[src/rtl/cpu_seq_pkg.sv]
`default_nettype none
// ============================================================================
//  Module      : cpu_seq_pkg
//  Description : Shared types and constants for the 65C02 interrupt/reset
//                entry sequencer.
//  Revision    : 1.0  initial release
// ============================================================================
package cpu_seq_pkg;

    typedef enum logic [2:0] {
        IDLE     = 3'd0,
        DUMMY    = 3'd1,
        PUSH_PCH = 3'd2,
        PUSH_PCL = 3'd3,
        PUSH_P   = 3'd4,
        VEC_LO   = 3'd5,
        VEC_HI   = 3'd6,
        DONE     = 3'd7
    } seq_state_t;

    typedef enum logic [1:0] {
        SRC_NONE  = 2'd0,
        SRC_RESET = 2'd1,
        SRC_NMI   = 2'd2,
        SRC_IRQ   = 2'd3
    } int_src_t;

    typedef enum logic [1:0] {
        PSEL_PCH = 2'd0,
        PSEL_PCL = 2'd1,
        PSEL_P   = 2'd2
    } push_sel_t;

    // {push_vector, push_resb, push_nmib, push_irqb, reset_stack}
    localparam logic [4:0] VOPS_RESET = 5'b11000;
    localparam logic [4:0] VOPS_NMI   = 5'b10100;
    localparam logic [4:0] VOPS_IRQ   = 5'b10010;
    localparam logic [4:0] VOPS_STACK = 5'b00001;
    localparam logic [4:0] VOPS_NULL  = 5'b00000;

    function automatic logic [4:0] vops_for(input int_src_t src);
        logic [4:0] v;
        case (src)
            SRC_RESET: v = VOPS_RESET;
            SRC_NMI:   v = VOPS_NMI;
            SRC_IRQ:   v = VOPS_IRQ;
            default:   v = VOPS_NULL;
        endcase
        return v;
    endfunction

endpackage
`default_nettype wire

[src/rtl/pin_sync_edge.sv]
`default_nettype none
// ============================================================================
//  Module      : pin_sync_edge
//  Description : Multi-flop synchronizer for an active-low CPU pin with
//                registered rise/fall strobes. Idles high out of reset.
//  Revision    : 1.0  initial release
// ============================================================================
module pin_sync_edge #(
    parameter int SYNC_STAGES = 2
) (
    input  logic clk,
    input  logic rst,
    input  logic pin_i,
    output logic sync_o,
    output logic fall_o,
    output logic rise_o
);

    logic [SYNC_STAGES-1:0] sync_q;
    logic                   hist_q;
    logic                   fall_q;
    logic                   rise_q;

    always_ff @(posedge clk) begin
        if (rst) begin
            sync_q <= '1;
            hist_q <= 1'b1;
            fall_q <= 1'b0;
            rise_q <= 1'b0;
        end else begin
            sync_q <= {sync_q[SYNC_STAGES-2:0], pin_i};
            hist_q <= sync_q[SYNC_STAGES-1];
            fall_q <= hist_q & ~sync_q[SYNC_STAGES-1];
            rise_q <= ~hist_q & sync_q[SYNC_STAGES-1];
        end
    end

    assign sync_o = sync_q[SYNC_STAGES-1];
    assign fall_o = fall_q;
    assign rise_o = rise_q;

endmodule
`default_nettype wire

[src/rtl/interrupt_sequencer.sv]
`default_nettype none
// ============================================================================
//  Module      : interrupt_sequencer
//  Description : Arbitrates RESB/NMIB/IRQB/BRK and sequences the 65C02 entry
//                (dummy, three pushes, vector fetch, done).
//  Revision    : 1.0  initial release
// ============================================================================
module interrupt_sequencer
    import cpu_seq_pkg::*;
#(
    parameter int          SYNC_STAGES = 2,
    parameter logic [15:0] RESET_VEC   = 16'hFFFC,
    parameter logic [15:0] NMI_VEC     = 16'hFFFA,
    parameter logic [15:0] IRQ_VEC     = 16'hFFFE
) (
    input  logic        fclk,
    input  logic        rst,
    input  logic        resb,
    input  logic        nmib,
    input  logic        irqb,
    input  logic        i_flag,
    input  logic        rdy,
    input  logic        instr_boundary,
    input  logic        brk_req,
    output logic        seq_busy,
    output logic [2:0]  seq_step,
    output logic [1:0]  int_source,
    output logic        stack_write,
    output logic        sp_decrement,
    output logic [1:0]  push_sel,
    output logic        pushed_b,
    output logic        vpb,
    output logic [15:0] vector_addr,
    output logic [4:0]  vector_ops,
    output logic        set_i,
    output logic        clear_d,
    output logic        seq_done
);

    logic w_resb_sync;
    logic w_irqb_sync;
    logic w_nmib_fall;
    logic w_unused_resb_fall;
    logic w_unused_resb_rise;
    logic w_unused_nmib_sync;
    logic w_unused_nmib_rise;
    logic w_unused_irqb_fall;
    logic w_unused_irqb_rise;

    pin_sync_edge #(.SYNC_STAGES(SYNC_STAGES)) u_resb_sync (
        .clk    (fclk),
        .rst    (rst),
        .pin_i  (resb),
        .sync_o (w_resb_sync),
        .fall_o (w_unused_resb_fall),
        .rise_o (w_unused_resb_rise)
    );

    pin_sync_edge #(.SYNC_STAGES(SYNC_STAGES)) u_nmib_sync (
        .clk    (fclk),
        .rst    (rst),
        .pin_i  (nmib),
        .sync_o (w_unused_nmib_sync),
        .fall_o (w_nmib_fall),
        .rise_o (w_unused_nmib_rise)
    );

    pin_sync_edge #(.SYNC_STAGES(SYNC_STAGES)) u_irqb_sync (
        .clk    (fclk),
        .rst    (rst),
        .pin_i  (irqb),
        .sync_o (w_irqb_sync),
        .fall_o (w_unused_irqb_fall),
        .rise_o (w_unused_irqb_rise)
    );

    seq_state_t  state_q, state_d;
    int_src_t    src_q, src_d;
    logic        brk_q, brk_d;
    logic        nmi_pend_q, nmi_pend_d;
    logic        rst_pend_q, rst_pend_d;
    logic [15:0] w_vec_base;

    always_ff @(posedge fclk) begin
        if (rst) begin
            state_q    <= IDLE;
            src_q      <= SRC_NONE;
            brk_q      <= 1'b0;
            nmi_pend_q <= 1'b0;
            rst_pend_q <= 1'b0;
        end else begin
            state_q    <= state_d;
            src_q      <= src_d;
            brk_q      <= brk_d;
            nmi_pend_q <= nmi_pend_d;
            rst_pend_q <= rst_pend_d;
        end
    end

    always_comb begin
        state_d = state_q;
        src_d   = src_q;
        brk_d   = brk_q;
        if (!w_resb_sync) begin
            state_d = IDLE;
        end else if (state_q == DONE) begin
            state_d = IDLE;
        end else if (rdy) begin
            case (state_q)
                IDLE: begin
                    // A released reset starts at once; everything else waits for a boundary.
                    if (rst_pend_q) begin
                        state_d = DUMMY;
                        src_d   = SRC_RESET;
                        brk_d   = 1'b0;
                    end else if (instr_boundary) begin
                        if (nmi_pend_q) begin
                            state_d = DUMMY;
                            src_d   = SRC_NMI;
                            brk_d   = 1'b0;
                        end else if (brk_req) begin
                            state_d = DUMMY;
                            src_d   = SRC_IRQ;
                            brk_d   = 1'b1;
                        end else if (!w_irqb_sync && !i_flag) begin
                            state_d = DUMMY;
                            src_d   = SRC_IRQ;
                            brk_d   = 1'b0;
                        end
                    end
                end
                DUMMY:    state_d = PUSH_PCH;
                PUSH_PCH: state_d = PUSH_PCL;
                PUSH_PCL: state_d = PUSH_P;
                PUSH_P:   state_d = VEC_LO;
                VEC_LO:   state_d = VEC_HI;
                VEC_HI:   state_d = DONE;
                default:  state_d = IDLE;
            endcase
        end

        // Set terms are ORed last so a fresh request beats a same-cycle clear.
        nmi_pend_d = (nmi_pend_q & ~((state_q == DUMMY) && (state_d == PUSH_PCH)
                                     && (src_q == SRC_NMI))) | w_nmib_fall;
        rst_pend_d = (rst_pend_q & ~((state_q == IDLE) && (state_d == DUMMY)))
                     | ~w_resb_sync;
    end

    assign w_vec_base = (src_q == SRC_RESET) ? RESET_VEC :
                        (src_q == SRC_NMI)   ? NMI_VEC   : IRQ_VEC;

    always_comb begin
        seq_busy     = 1'b0;
        seq_step     = IDLE;
        int_source   = SRC_NONE;
        stack_write  = 1'b0;
        sp_decrement = 1'b0;
        push_sel     = PSEL_PCH;
        pushed_b     = 1'b0;
        vpb          = 1'b1;
        vector_addr  = 16'h0000;
        vector_ops   = VOPS_NULL;
        set_i        = 1'b0;
        clear_d      = 1'b0;
        seq_done     = 1'b0;
        // While resb is held low the step outputs are silenced, even for the
        // cycle the state register still shows the aborted step.
        if (w_resb_sync) begin
            seq_busy = (state_q != IDLE);
            seq_step = state_q;
            if (state_q != IDLE) begin
                int_source = src_q;
            end
            case (state_q)
                DUMMY: begin
                    if (src_q == SRC_RESET) begin
                        vector_ops = VOPS_STACK;
                    end
                end
                PUSH_PCH, PUSH_PCL, PUSH_P: begin
                    sp_decrement = 1'b1;
                    stack_write  = (src_q != SRC_RESET);
                    push_sel     = (state_q == PUSH_PCH) ? PSEL_PCH :
                                   (state_q == PUSH_PCL) ? PSEL_PCL : PSEL_P;
                    pushed_b     = (state_q == PUSH_P) && brk_q;
                end
                VEC_LO, VEC_HI: begin
                    vpb         = 1'b0;
                    vector_ops  = vops_for(src_q);
                    vector_addr = (state_q == VEC_HI) ? (w_vec_base + 16'd1) : w_vec_base;
                end
                DONE: begin
                    set_i    = 1'b1;
                    clear_d  = 1'b1;
                    seq_done = 1'b1;
                end
                default: begin
                end
            endcase
        end
    end

endmodule
`default_nettype wire

[config.mk]
export PLATFORM = sky130hd
export DESIGN_NAME = interrupt_sequencer
export DESIGN_NICKNAME = d
export VERILOG_FILES = /design/src/rtl/cpu_seq_pkg.sv /design/src/rtl/pin_sync_edge.sv /design/src/rtl/interrupt_sequencer.sv
export SDC_FILE = /design/constraint.sdc
export NUM_CORES = 1
export LEC_CHECK = 0
export ABC_AREA = 0
export CORE_ASPECT_RATIO = 1.4
export CORE_MARGIN = 5
export CORE_UTILIZATION = 42
export CTS_CLUSTER_SIZE = 24
export DETAILED_ROUTE_END_ITERATION = 8
export PLACE_DENSITY = 0.79
export SLEW_MARGIN = 20
export SYNTH_ARGS = -nofsm -noshare
export SYNTH_HDL_FRONTEND = slang
export SYNTH_HIERARCHICAL = 1
export SYNTH_SLANG_ARGS = --single-unit
[constraint.sdc]
create_clock -name fclk -period 1.7 [get_ports fclk]
set_input_delay 0.34 -clock fclk [delete_from_list [all_inputs] [get_ports fclk]]
set_output_delay 0.34 -clock fclk [all_outputs]
set_load 0.03 [all_outputs]
==> results of run 1 <==
==> metrics by stage <==
| stage | total power [W] | hold WS, ns | area (sq um) |
|---|---|---|---|
| 5_1_grt | 0.000845 | 0.430 | 1420 |
| 3_3_place_gp | 0.000546 | 0.390 | 1250 |
| 2_1_floorplan | 0.000495 | 0.383 | 993 |
| 4_1_cts | 0.000803 | 0.415 | 1350 |
| 3_5_place_dp | 0.000550 | 0.393 | 1250 |
| 6_report | 0.000801 | 0.415 | 1420 |
==> state kept, by name (all words and copies together), names as in the netlist <==
name,flops
brk_q,1
nmi_pend_q,1
rst_pend_q,1
src_q,2
state_q,3
u_irqb_sync/sync_q,2
u_nmib_sync/fall_o,1
u_nmib_sync/hist_q,1
u_nmib_sync/sync_q,2
u_resb_sync/sync_q,2
==> worst max-delay path: cells and delay by family (launching register included) <==
kind,cells,cell delay (ns)
and+or+nand+nor,1,0.17
AOI/OAI and AO/OA,1,0.27
DFF,1,0.39
buffers and inverters,2,0.26
==> layer usage <==
layer | global-route usage, % | vias up | wire [um]
met5 | 0 | - | 0
li1 | - | 418 | -
met3 | 3.72 | 4 | 190
met1 | 13.9 | 393 | 764
met2 | 23.9 | 39 | 1170
met4 | 6.06 | 0 | 22
==> layout by cell type (no fill, tap or decap), types with 3 or more instances in the layout <==
master / instances
buf_4: 35
dfxtp_1: 12
buf_6: 11
clkdlybuf4s50_1: 8
or2_1: 7
nand2_1: 5
inv_1: 5
a21oi_1: 5
nor3b_1: 4
and2_4: 3
nor2_4: 3
nor2_1: 3
clkbuf_4: 3
dfxtp_4: 3
==> cell type report <==
class,instances,area (sq um),area share [%]
timing repair buffer,54,467,32.8
clock buffer,4,36.3,2.55
tap,21,26.3,1.85
multi-input combinational,62,518,36.4
sequential,16,333,23.4
timing repair inverter,1,7.51,0.527
inverter,8,36.3,2.55
==> report_power, final <==
| group | leakage (nW) | internal (W) | total (W) | switching, W |
|---|---|---|---|---|
| Combinational | 0.450 | 0.0000756 | 0.000149 | 0.0000736 |
| Sequential | 0.133 | 0.000389 | 0.000408 | 0.0000190 |
| Clock | 0.0210 | 0.000130 | 0.000244 | 0.000113 |
==> worst min-delay path by stage <==
stage	cells past startpoint	start	end
finish	1	u_nmib_sync/sync_q[0]$_SDFF_PP1_	u_nmib_sync/sync_q[1]$_SDFF_PP1_
global route	1	u_nmib_sync/sync_q[0]$_SDFF_PP1_	u_nmib_sync/sync_q[1]$_SDFF_PP1_
CTS	1	u_resb_sync/sync_q[0]$_SDFF_PP1_	u_resb_sync/sync_q[1]$_SDFF_PP1_
global placement	1	u_resb_sync/sync_q[0]$_SDFF_PP1_	u_resb_sync/sync_q[1]$_SDFF_PP1_
detailed placement	1	u_resb_sync/sync_q[0]$_SDFF_PP1_	u_resb_sync/sync_q[1]$_SDFF_PP1_
floorplan	1	u_irqb_sync/sync_q[0]$_SDFF_PP1_	u_irqb_sync/sync_q[1]$_SDFF_PP1_
==> repair_timing <==
item	CTS	global route
gates resized for setup	14	19
setup endpoints to repair	31	28
setup buffers	1	1
pin swaps	2	2
gates cloned	1	0
==> impl_metrics.py, run 1 <==
metrics = {
    "timing": {
        "worstMarginPinSlew_ns": 0.305,
        "maxSlewHeadroom_pct": 79.4,
        "finalHoldViolations": 0,
        "setup_tns_ns": -0.0184,
        "fin_crit_ns": 1.71,
        "postLayoutSetupSlackWorst_ns": -0.00967,
        "fmax_mhz": 585,
        "finalCritPeriodShare_pct": 101,
        "skew_ns": 0.00195,
        "rsz0062_at_grt": "yes",
        "setup_violations": 2,
        "slew_viol_final": 0,
    },
    "critical_path": {
        "path_common_cell": "buf_6",
        "r2r_slack_ns": 0.36,
        "cpMaxStageDelayCell": "dfxtp_4",
        "start_kind": "register",
        "path_cells": "buf_6 > o31a_1 > and2_4 > buf_6",
        "cp_data_required_time_ns": 1.36,
        "r2r_start": "state_q[2]$_SDFF_PP0_",
        "slowest_delay_ns": 0.39,
        "startpoint": "state_q[1]$_SDFF_PP0_",
        "endpoint_kind": "primary output",
        "timing.rr.end": "brk_q$_SDFFE_PP0P_",
        "crit_type": "register to primary output",
        "crit_end": "int_source[0]",
        "path_max_fanout": 7,
        "worstRegToRegCells": 4,
        "cp.arrival_ns": 1.37,
    },
    "final_layout": {
        "fillerInstances": 156,
        "antennaDiodeCount": 0,
        "drive_gt1_share_pct": 55.2,
        "syn_to_final_growth_pct": 60.7,
        "layout.nets": 155,
        "final_util_pct": 71.3,
        "finalNonFillerCells": 166,
    },
    "clock_tree": {
        "htreeDepth": 1,
        "cts_tree": "yes",
        "ctsHoldBuffers": 0,
        "cts_buffers": 3,
        "clock_latency_ns": 0.28,
        "root_buffer": "clkbuf_4",
        "clkSlewWorstSetupHoldPaths_ns": 0.09,
        "max-clock-path-buffers": 2,
        "cts_sinks": 16,
    },
    "floorplan": {
        "pin_count": 45,
        "rows": 19,
        "chipWidth_um": 48.8,
        "start_util_pct": 44.4,
        "core_area_sq_um": 2000,
        "die_h_um": 64.3,
        "die_area_sq_um": 3140,
    },
    "global_routing": {
        "grt_pass1_wl_um": 3390,
        "grt_pass1_vias": 765,
        "grt_use_total_pct": 13.2,
        "grt_overflow": 0,
        "antenna_found_initial": 0,
        "grt_max_degree": 10,
    },
    "route": {
        "num_vias": 854,
        "drtIter0Drc": 5,
        "drc": 0,
        "drt_pass1_iterations": 4,
        "wire_per_inst_um": 12.9,
        "wl_um": 2150,
        "via_per_inst": 5.14,
        "antenna_left": 0,
    },
    "place": {
        "gp_congestion": 0.766,
        "dp_cells": 159,
        "place_hpwl_um": 1710,
        "port_buffers": 44,
        "pre_cts_slack_ns": 0.0577,
    },
    "job": {
        "max_cap_viol_count": 0,
    },
    "yosys": {
        "yosysWarnings": 6,
        "syn_nets": 113,
        "synth_cells": 104,
        "syn-cell-area_sq_um": 886,
        "syn_area_per_cell_sq_um": 8.52,
    },
    "pwr": {
        "ir_worst_vdd_mv": 0.705,
        "power_density_nw_per_um2": 562,
        "power.leakage_nw": 0.604,
    },
    "run_status": {
        "violations": "negative setup slack",
        "status": "finished, violations left",
    },
    "min_path": {
        "hold_class": "register to register",
    },
}
Note: power is estimated with default switching activity, not from simulation.
==> inputs of run 2 (changes only) <==
SLEW_MARGIN = not set   (was 20)
==> results of run 2 <==
The final DEF is identical to that of run 1; final timing and power are the same.
==> RTL change, RTL diff (settings of run 2) <==
`SYNC_STAGES` is set to 2 in 2 places; all go to 4.
--- a/src/rtl/pin_sync_edge.sv
+++ b/src/rtl/pin_sync_edge.sv
@@ -7,5 +7,5 @@
 // ============================================================================
 module pin_sync_edge #(
-    parameter int SYNC_STAGES = 2
+    parameter int SYNC_STAGES = 4
 ) (
     input  logic clk,
--- a/src/rtl/interrupt_sequencer.sv
+++ b/src/rtl/interrupt_sequencer.sv
@@ -9,5 +9,5 @@
     import cpu_seq_pkg::*;
 #(
-    parameter int          SYNC_STAGES = 2,
+    parameter int          SYNC_STAGES = 4,
     parameter logic [15:0] RESET_VEC   = 16'hFFFC,
     parameter logic [15:0] NMI_VEC     = 16'hFFFA,
Check against the original RTL: not equivalent (Yosys sat finds a counterexample within 4 cycles, from zero or initial values and one cycle with rst high).
==> RTL change against run 2 <==
The run still ends with setup timing left; synthesized area up 18%; non-clock buffer count rose by 7; setup slack worse by 0.097 ns; sequential cell count increased by 6; design area up 24%; via count rose by 11%; routed wire length rose by 24%; total power is 38% higher; first-iteration DRC count increased by 140%; critical endpoint is now vector_addr[11].
==> RTL change: results (changes against run 2) <==
- Critical Path AT: 1.47 ns (+0.10 ns)
- GPL Wtd Cong: 0.797 (+4.1%)
- DR vias: 947 (+11%)
- Postcts setup bufs: 5 (+4)
- Power density cells: 627 nW/um^2 (+12%)
- Mapped Cells: 116 (+12%)
- Hold EP: u_nmib_sync/fall_o
- Fin worst setup slack: -0.107 ns (-0.0969 ns)
- Fraction of layout cells with a size suffix above 1: 57.0% (+1.8 points)
- Met2 Use GR: 26.9% (+3.0 points)
- Max transition margin: 80.6% (+1.2 points)
- All-layer global routing usage: 13.4% (+0.20 points)
- Clock Latency Late Sink: 0.30 ns (+0.02 ns)
- Final WL: 2660 um (+24%)
- Syn_nets: 125 (+11%)
- Met1 WL: 992 um (+30%)
- Met1 Use GR: 13.2% (-0.67 points)
- Number of port buffers: 44 (unchanged)
- Top delay family on crit path: buffers and inverters
- Count of final setup violators: 25 (+23)
- VDD IR max: 0.935 mV (+33%)
- Reg clk slew, reported paths: 0.11 ns (+0.02 ns)
- Failing checks: setup timing
- HPWL Detailed: 1760 um (+2.7%)
- Largest net degree at the start of global routing: 14 (+4)
- Place WS: 0.0629 ns (+0.00518 ns)
- Placed inst area: 1430 um^2 (+14%)
- R2R Setup Slk: 0.14 ns (-0.22 ns)
- DP Cell Count: 184 (+16%)
- First-pass GRT wire length: 3730 um (+9.8%)
- Routed length per instance: 13.4 um (+3.3%)
- Post-CTS sizing: 36 (+22)
- Slowest stage delay, CP: 0.39 ns (about the same)
- Startpoint of the worst register-to-register path: state_q[0]
- Leakage: 0.740 nW (+22%)
- Die width: 52.1 um (+6.8%)
- Setup_tns: -1.45 ns (-1.43 ns)
- Status: finished, violations left
- Vias in the first global route: 884 (+16%)
- Routed wl met3: 153 um (-19%)
- Grt met3 use: 2.37% (-1.4 points)
- Reg2reg path depth: 7 (+3)
- Met2 wire length: 1500 um (+28%)
- Hold WS: 0.419 ns (+0.00362 ns)
- Initial DRC Count: 12 (+7)
- Clock skew: 0.00264 ns (+0.000686 ns)
[RTL change: cell count changes in the layout (fill, tap and decap cells not counted), sizes merged]
cell / delta
buf: +7
bufinv: +1
dfxtp: +6
clkbuf: -1
or2: +6
nand2: +1
[RTL change: final cells by class]
type | instances | area, um^2
multi-input cells | 69 | 592
flip-flops and latches | 22 | 458
inverters | 8 | 38.8
well taps | 34 | 42.5
repair inverters | 1 | 7.51
repair buffers | 61 | 568
clock buffers | 3 | 22.5
clock inverters | 1 | 30.0
fillers | 150 | 632
[RTL change: worst max path at each step]
stage          cells past startpoint               to       start
3_5_place_dp                       6      stack_write  state_q[0]
5_1_grt                            5   vector_addr[8]  state_q[2]
2_1_floorplan                      3   vector_addr[0]  state_q[1]
4_1_cts                            4   vector_addr[3]  state_q[0]
3_3_place_gp                       6      stack_write  state_q[0]
6_report                           5  vector_addr[11]  state_q[2]
[RTL change: where the power goes]
group | switching (mW) | internal [mW]
clock network | 0.147 | 0.238
registers | 0.0165 | 0.529
logic | 0.0839 | 0.0881
